$ cat config.mk
export PLATFORM = sky130hd
export DESIGN_NAME = sync_fifo_level
export DESIGN_NICKNAME = d
export VERILOG_FILES = /design/src/rtl/sync_fifo_level.sv
export SDC_FILE = /design/constraint.sdc
export NUM_CORES = 1
export LEC_CHECK = 0
export BUFFER_PORTS_ARGS = -buffer_cell sky130_fd_sc_hd__buf_4
export CAP_MARGIN = 0
export CORE_MARGIN = 1.5
export CORE_UTILIZATION = 45
export CTS_BUF_LIST = sky130_fd_sc_hd__clkbuf_16
export CTS_CLUSTER_SIZE = 25
export DETAILED_ROUTE_END_ITERATION = 10
export GPL_ROUTABILITY_DRIVEN = 1
export SYNTH_ARGS = -nofsm -noshare
export SYNTH_HDL_FRONTEND = slang
export SYNTH_SLANG_ARGS = --single-unit
$ cat constraint.sdc
create_clock -name clk -period 2.95 [get_ports clk]
set_input_delay 0 -clock clk [delete_from_list [all_inputs] [get_ports clk]]
set_output_delay 0 -clock clk [all_outputs]
set_load 0.03 [all_outputs]
$ cat src/rtl/sync_fifo_level.sv
// Single-clock FIFO with exact fill level, programmable almost-full/almost-empty,
// sticky overflow/underflow flags and an optional first-word-fall-through read port.
module sync_fifo_level #(
    parameter int BITS      = 32,
    parameter int SIZE      = 16,
    parameter int FWFT      = 0,
    parameter int AF_THRESH = SIZE - 2,
    parameter int AE_THRESH = 2
) (
    input  logic                      clk,
    input  logic                      rst,
    input  logic                      p_write_en,
    input  logic [BITS-1:0]           p_write_data,
    output logic                      p_write_full,
    output logic                      p_write_almost_full,
    input  logic                      p_read_en,
    output logic [BITS-1:0]           p_read_data,
    output logic                      p_read_empty,
    output logic                      p_read_almost_empty,
    output logic [$clog2(SIZE+1)-1:0] p_level,
    output logic                      p_overflow,
    output logic                      p_underflow,
    input  logic                      p_clear_err
);
    localparam int LW = $clog2(SIZE + 1);
    localparam int PW = $clog2(SIZE);
    localparam logic [LW-1:0] FULL_LVL = LW'(SIZE);
    localparam logic [LW-1:0] AF_LVL   = LW'(AF_THRESH);
    localparam logic [LW-1:0] AE_LVL   = LW'(AE_THRESH);
    localparam logic [PW-1:0] LAST_PTR = PW'(SIZE - 1);

    generate
        if (SIZE < 2) begin : g_bad_size
            $fatal(1, "sync_fifo_level: SIZE must be at least 2");
        end
        if (AF_THRESH < 1 || AF_THRESH > SIZE) begin : g_bad_af
            $fatal(1, "sync_fifo_level: AF_THRESH must lie in 1..SIZE");
        end
        if (AE_THRESH < 0 || AE_THRESH > SIZE - 1) begin : g_bad_ae
            $fatal(1, "sync_fifo_level: AE_THRESH must lie in 0..SIZE-1");
        end
    endgenerate

    logic [BITS-1:0] mem [SIZE];
    logic [PW-1:0]   wr_ptr;
    logic [PW-1:0]   rd_ptr;
    logic            wr_acc;
    logic            rd_acc;
    logic [LW-1:0]   level_nxt;

    // Acceptance uses the registered flags, so a full FIFO still takes a read
    // (and an empty one a write) in the same cycle as the rejected request.
    assign wr_acc = p_write_en && !p_write_full;
    assign rd_acc = p_read_en && !p_read_empty;

    always_comb begin
        level_nxt = p_level;
        if (wr_acc && !rd_acc) begin
            level_nxt = p_level + 1'b1;
        end else if (rd_acc && !wr_acc) begin
            level_nxt = p_level - 1'b1;
        end
    end

    always_ff @(posedge clk or posedge rst) begin
        if (rst) begin
            wr_ptr              <= '0;
            rd_ptr              <= '0;
            p_level             <= '0;
            p_write_full        <= 1'b0;
            p_read_empty        <= 1'b1;
            p_write_almost_full <= 1'b0;
            p_read_almost_empty <= 1'b1;
            p_overflow          <= 1'b0;
            p_underflow         <= 1'b0;
        end else begin
            if (wr_acc) begin
                wr_ptr <= (wr_ptr == LAST_PTR) ? '0 : wr_ptr + 1'b1;
            end
            if (rd_acc) begin
                rd_ptr <= (rd_ptr == LAST_PTR) ? '0 : rd_ptr + 1'b1;
            end
            p_level             <= level_nxt;
            p_write_full        <= (level_nxt == FULL_LVL);
            p_read_empty        <= (level_nxt == '0);
            p_write_almost_full <= (level_nxt >= AF_LVL);
            p_read_almost_empty <= (level_nxt <= AE_LVL);
            // A new error event outranks a clear in the same cycle.
            if (p_write_en && p_write_full) begin
                p_overflow <= 1'b1;
            end else if (p_clear_err) begin
                p_overflow <= 1'b0;
            end
            if (p_read_en && p_read_empty) begin
                p_underflow <= 1'b1;
            end else if (p_clear_err) begin
                p_underflow <= 1'b0;
            end
        end
    end

    always_ff @(posedge clk) begin
        if (wr_acc) begin
            mem[wr_ptr] <= p_write_data;
        end
    end

    generate
        if (FWFT != 0) begin : g_fwft
            assign p_read_data = p_read_empty ? '0 : mem[rd_ptr];
        end else begin : g_std
            always_ff @(posedge clk or posedge rst) begin
                if (rst) begin
                    p_read_data <= '0;
                end else if (rd_acc) begin
                    p_read_data <= mem[rd_ptr];
                end
            end
        end
    endgenerate

endmodule

==> impl_summary.log <==
[metrics] result of the run: complete, no violations
[metrics] FF-to-FF setup slack: 560 ps
[metrics] data arrival time of the worst path: 2680 ps
[metrics] type of destination of the critical path: register
[metrics] flop and latch count out of synthesis: 563
[metrics] Leak: 8.569 nW
[metrics] routed length on met1: 20600 um
[metrics] Seq/Total Area, Yosys: 76.55%
[metrics] Clk Latency, worst-skew pair: 590 ps
[metrics] average size of a mapped cell: 18.75 sq um
[metrics] number of rows created at floorplan: 80
[metrics] top post-synthesis cells by count: 512 x sky130_fd_sc_hd__edfxtp_1, 98 x sky130_fd_sc_hd__mux2i_1, 66 x sky130_fd_sc_hd__a21oi_1
[metrics] share of synthesized flip-flops with an asynchronous set or reset: 9.059%
[metrics] floorplan die height: 222.9 um
[metrics] placeable core area: 0.04775 sq mm
[metrics] length of routed met2 wiring: 23440 um
[metrics] clock network fraction of total power: 29.4%
[metrics] total power: 23.79 mW
[metrics] number of nets in the synthesized netlist: 1204
[metrics] horizontal die dimension: 222.9 um
[metrics] Period Utilization, post-route: 80.95%
[metrics] top fanout value on the critical path: 19
[metrics] max-capacitance violation count: 0
[metrics] deepest clock path buffer count: 3
[metrics] Max rail drop VDD: 0.8413 mV
[metrics] vias in the first global route: 11539
[metrics] remaining max-slew budget at the tightest pin: 47.90%
[metrics] warning count from the yosys run: 0
[metrics] worst setup path endpoint: mem[10][25]
[metrics] last weighted congestion value of the routability-driven placer: 0.7379
[metrics] dpl cells: 1826
[metrics] antenna cell count: 0
[metrics] post-synthesis instance total: 1160
[metrics] H-tree depth reported by CTS: 2
[metrics] TritonCTS clock tree: done
[metrics] final HPWL from detailed placement: 27610 um
[metrics] wire length per cell after detailed routing: 23.90 um
[metrics] layout cell share with drive strength beyond 1: 22.26%
[metrics] DR vias: 10976
[metrics] cell accounting for the most synthesized area: sky130_fd_sc_hd__edfxtp_1
[metrics] highest clock frequency the design can meet: 418.7 MHz
[metrics] Clock Tree Root: sky130_fd_sc_hd__clkbuf_16
[metrics] via-per-instance ratio: 5.580
[metrics] combinational power share: 28.0%
[metrics] unrepaired setup endpoints after global routing: no
[metrics] number of clock sinks: 563
[metrics] IO Count: 80
[metrics] final standard cell count with taps included and fillers excluded: 1967
[metrics] Cell Int Power: 16.44 mW
[metrics] Pre-antenna DRT Iters: 5
[metrics] die area: 0.04967 sq mm
[metrics] number of distinct library cells after synthesis: 53
[metrics] maximum number of pins on one net before global-route repair: 88
[metrics] switching portion of total power: 30.90%
[metrics] largest cells by area after synthesis: sky130_fd_sc_hd__edfxtp_1 71%, sky130_fd_sc_hd__mux4_2 6.5%, sky130_fd_sc_hd__dfrtp_1 5.6%, sky130_fd_sc_hd__mux2i_1 4.5%, sky130_fd_sc_hd__a211oi_1 2.1%
[metrics] effective utilization at floorplan: 45.56%
[metrics] post-detailed-route DRC marker count: 0
[metrics] ys flop type: sky130_fd_sc_hd__edfxtp_1
[metrics] post-cts repair resize count: 0
[metrics] clock tree skew after final layout: 13.25 ps
[metrics] Layout fillers: 3719
[metrics] routed length on met3: 2063 um
[metrics] Tightest Hold Check Type: in -> async
[metrics] actual transition at the worst max-transition pin: 781.5 ps
[metrics] worst r2r dst: mem[10][25]
[metrics] Starting DRT DRC Count: 782
[metrics] Setup Viol. Count Final: 0
[metrics] global-route wire length before repair: 72000 um
[metrics] CP required: 3240 ps
[metrics] area share of the largest cell type after synthesis: 70.67%
[metrics] area growth from synthesis to layout: 17.20%
[metrics] combined global-route utilization of all metal layers: 19.46%
[metrics] clock edge transition at the registers on the reported setup and hold paths: 60 ps
[metrics] final-report max-slew violation count: 0
[metrics] Worst Path Class, Setup: reg -> reg
[metrics] total power per unit cell area: 933.0 mW/mm^2
[metrics] sequential share of power: 42.6%
[metrics] Period minus WS final: 2388 ps
[metrics] top sig layer: met4
[metrics] Port-buffer cells: 79
[metrics] switching power total: 7.350 mW
[metrics] cell with the most instances after synthesis: sky130_fd_sc_hd__edfxtp_1
[metrics] antenna violations before repair: 0
[metrics] overall overflow remaining after global route: 0
[metrics] setup_tns: 0 ps
[metrics] number of enable-type register cells in the synthesized netlist: 512
[metrics] startpoint of the most critical register-to-register path: p_write_full
[metrics] synthesized area: 0.02175 sq mm
[metrics] Final Core Density: 53.40%
[metrics] number of buffers created by CTS: 56
[metrics] R2R depth: 4
[metrics] CP Launch Point: p_write_full
[metrics] count of nets after finishing: 1350
[metrics] Final Routed Wirelength: 47010 um
[metrics] final hold viol count: 0
[metrics] startpoint type of the worst setup path: register
[metrics] number of nets with antenna violations after routing: 0
-- power groups by stage --
| stage | clock network (mW) | logic (mW) | registers (mW) |
|---|---|---|---|
| final | 7.00 | 6.67 | 10.1 |
| after detailed placement | 0 | 6.74 | 10.3 |
| after global placement | 0 | 6.68 | 10.3 |
| after global routing | 7.45 | 7.20 | 10.2 |
| after floorplan | 0 | 4.12 | 10.7 |
| after CTS | 7.16 | 6.79 | 10.1 |
-- repair_timing --
item	4_1_cts	5_1_grt
setup endpoints to repair	0	0
hold endpoints to repair	570	0
hold buffers	37	0
buffers inserted	0	0
-- how the worst min path moves through the flow --
stage / cells after the start / slack, ps / to
after floorplan: 0 / 100 / mem[0][0]
after global placement: 3 / 90 / p_underflow
after detailed placement: 3 / 90 / p_underflow
after CTS: 4 / 0.5 / p_underflow
after global routing: 4 / 40 / p_underflow
final: 4 / 40 / p_underflow
-- state kept, by name, indices dropped and copies added, names as in the netlist --
register             flops
mem                    512
p_read_data             32
p_level                  5
rd_ptr                   4
wr_ptr                   4
p_overflow               1
p_read_almost_empty      1
p_read_empty             1
p_underflow              1
p_write_almost_full      1
p_write_full             1
-- per-layer routing --
layer | global-route usage, % | up-vias
met5 | 0 | -
li1 | - | 4979
met1 | 26.80 | 5695
met4 | 5.201 | 0
met3 | 3.055 | 58
met2 | 32.49 | 244
-- critical path: stages, from the launching register on --
cell	delay (ps)
sky130_fd_sc_hd__dfrtp_1	430
sky130_fd_sc_hd__nand2b_1	370
sky130_fd_sc_hd__nor3b_1	520
sky130_fd_sc_hd__and2_2	520
sky130_fd_sc_hd__buf_12	230
-- cell type report --
cell class	instances	area [sq um]	share of cell area [%]
Sequential cell	563	16670	65.36
Multi-Input combinational cell	519	4727	18.54
Inverter	9	33.78	0.1325
Tap cell	615	769.5	3.018
Timing Repair Buffer	157	1484	5.820
Clock inverter	47	390.4	1.531
Clock buffer	57	1426	5.594
-- cells by family after synthesis --
group | share of synthesized area (%)
DFF | 76.55
AOI/OAI and AO/OA | 6.459
muxes | 11.08
and+or+nand+nor | 3.353
buffers and inverters | 1.915
adders and majority gates | 0.4026
xor gates and xnor gates | 0.2358
-- layout by cell type (no fill, tap or decap), types with 3 or more instances in the layout --
| cell | count |
|---|---|
| sky130_fd_sc_hd__a211oi_1 | 62 |
| sky130_fd_sc_hd__a21oi_1 | 66 |
| sky130_fd_sc_hd__and2_2 | 16 |
| sky130_fd_sc_hd__buf_12 | 17 |
| sky130_fd_sc_hd__buf_4 | 103 |
| sky130_fd_sc_hd__bufinv_16 | 7 |
| sky130_fd_sc_hd__clkbuf_16 | 57 |
| sky130_fd_sc_hd__clkinv_1 | 20 |
| sky130_fd_sc_hd__clkinv_2 | 12 |
| sky130_fd_sc_hd__clkinv_4 | 3 |
| sky130_fd_sc_hd__dfrtp_1 | 45 |
| sky130_fd_sc_hd__dfrtp_4 | 3 |
| sky130_fd_sc_hd__dlygate4sd3_1 | 37 |
| sky130_fd_sc_hd__edfxtp_1 | 512 |
| sky130_fd_sc_hd__ha_1 | 7 |
| sky130_fd_sc_hd__inv_1 | 13 |
| sky130_fd_sc_hd__mux2i_1 | 98 |
| sky130_fd_sc_hd__mux4_2 | 63 |
| sky130_fd_sc_hd__nand2_1 | 16 |
| sky130_fd_sc_hd__nand3_1 | 6 |
| sky130_fd_sc_hd__nand3b_1 | 3 |
| sky130_fd_sc_hd__nor2_1 | 38 |
| sky130_fd_sc_hd__nor2b_1 | 31 |
| sky130_fd_sc_hd__nor2b_4 | 4 |
| sky130_fd_sc_hd__o21ai_0 | 8 |
| sky130_fd_sc_hd__o21ai_1 | 32 |
| sky130_fd_sc_hd__o221ai_1 | 31 |
| sky130_fd_sc_hd__xnor2_1 | 4 |
-- stage by stage --
step	setup WS [ps]	instance area [sq um]	hold WS [ps]
after floorplan	579.0	21750	98.87
after detailed placement	566.8	23310	90.65
after CTS	534.6	25500	0.4656
after global placement	623.2	23310	90.20
final	561.8	25500	41.26
after global routing	407.4	25500	43.48
Note: power is estimated with default switching activity, not from simulation.
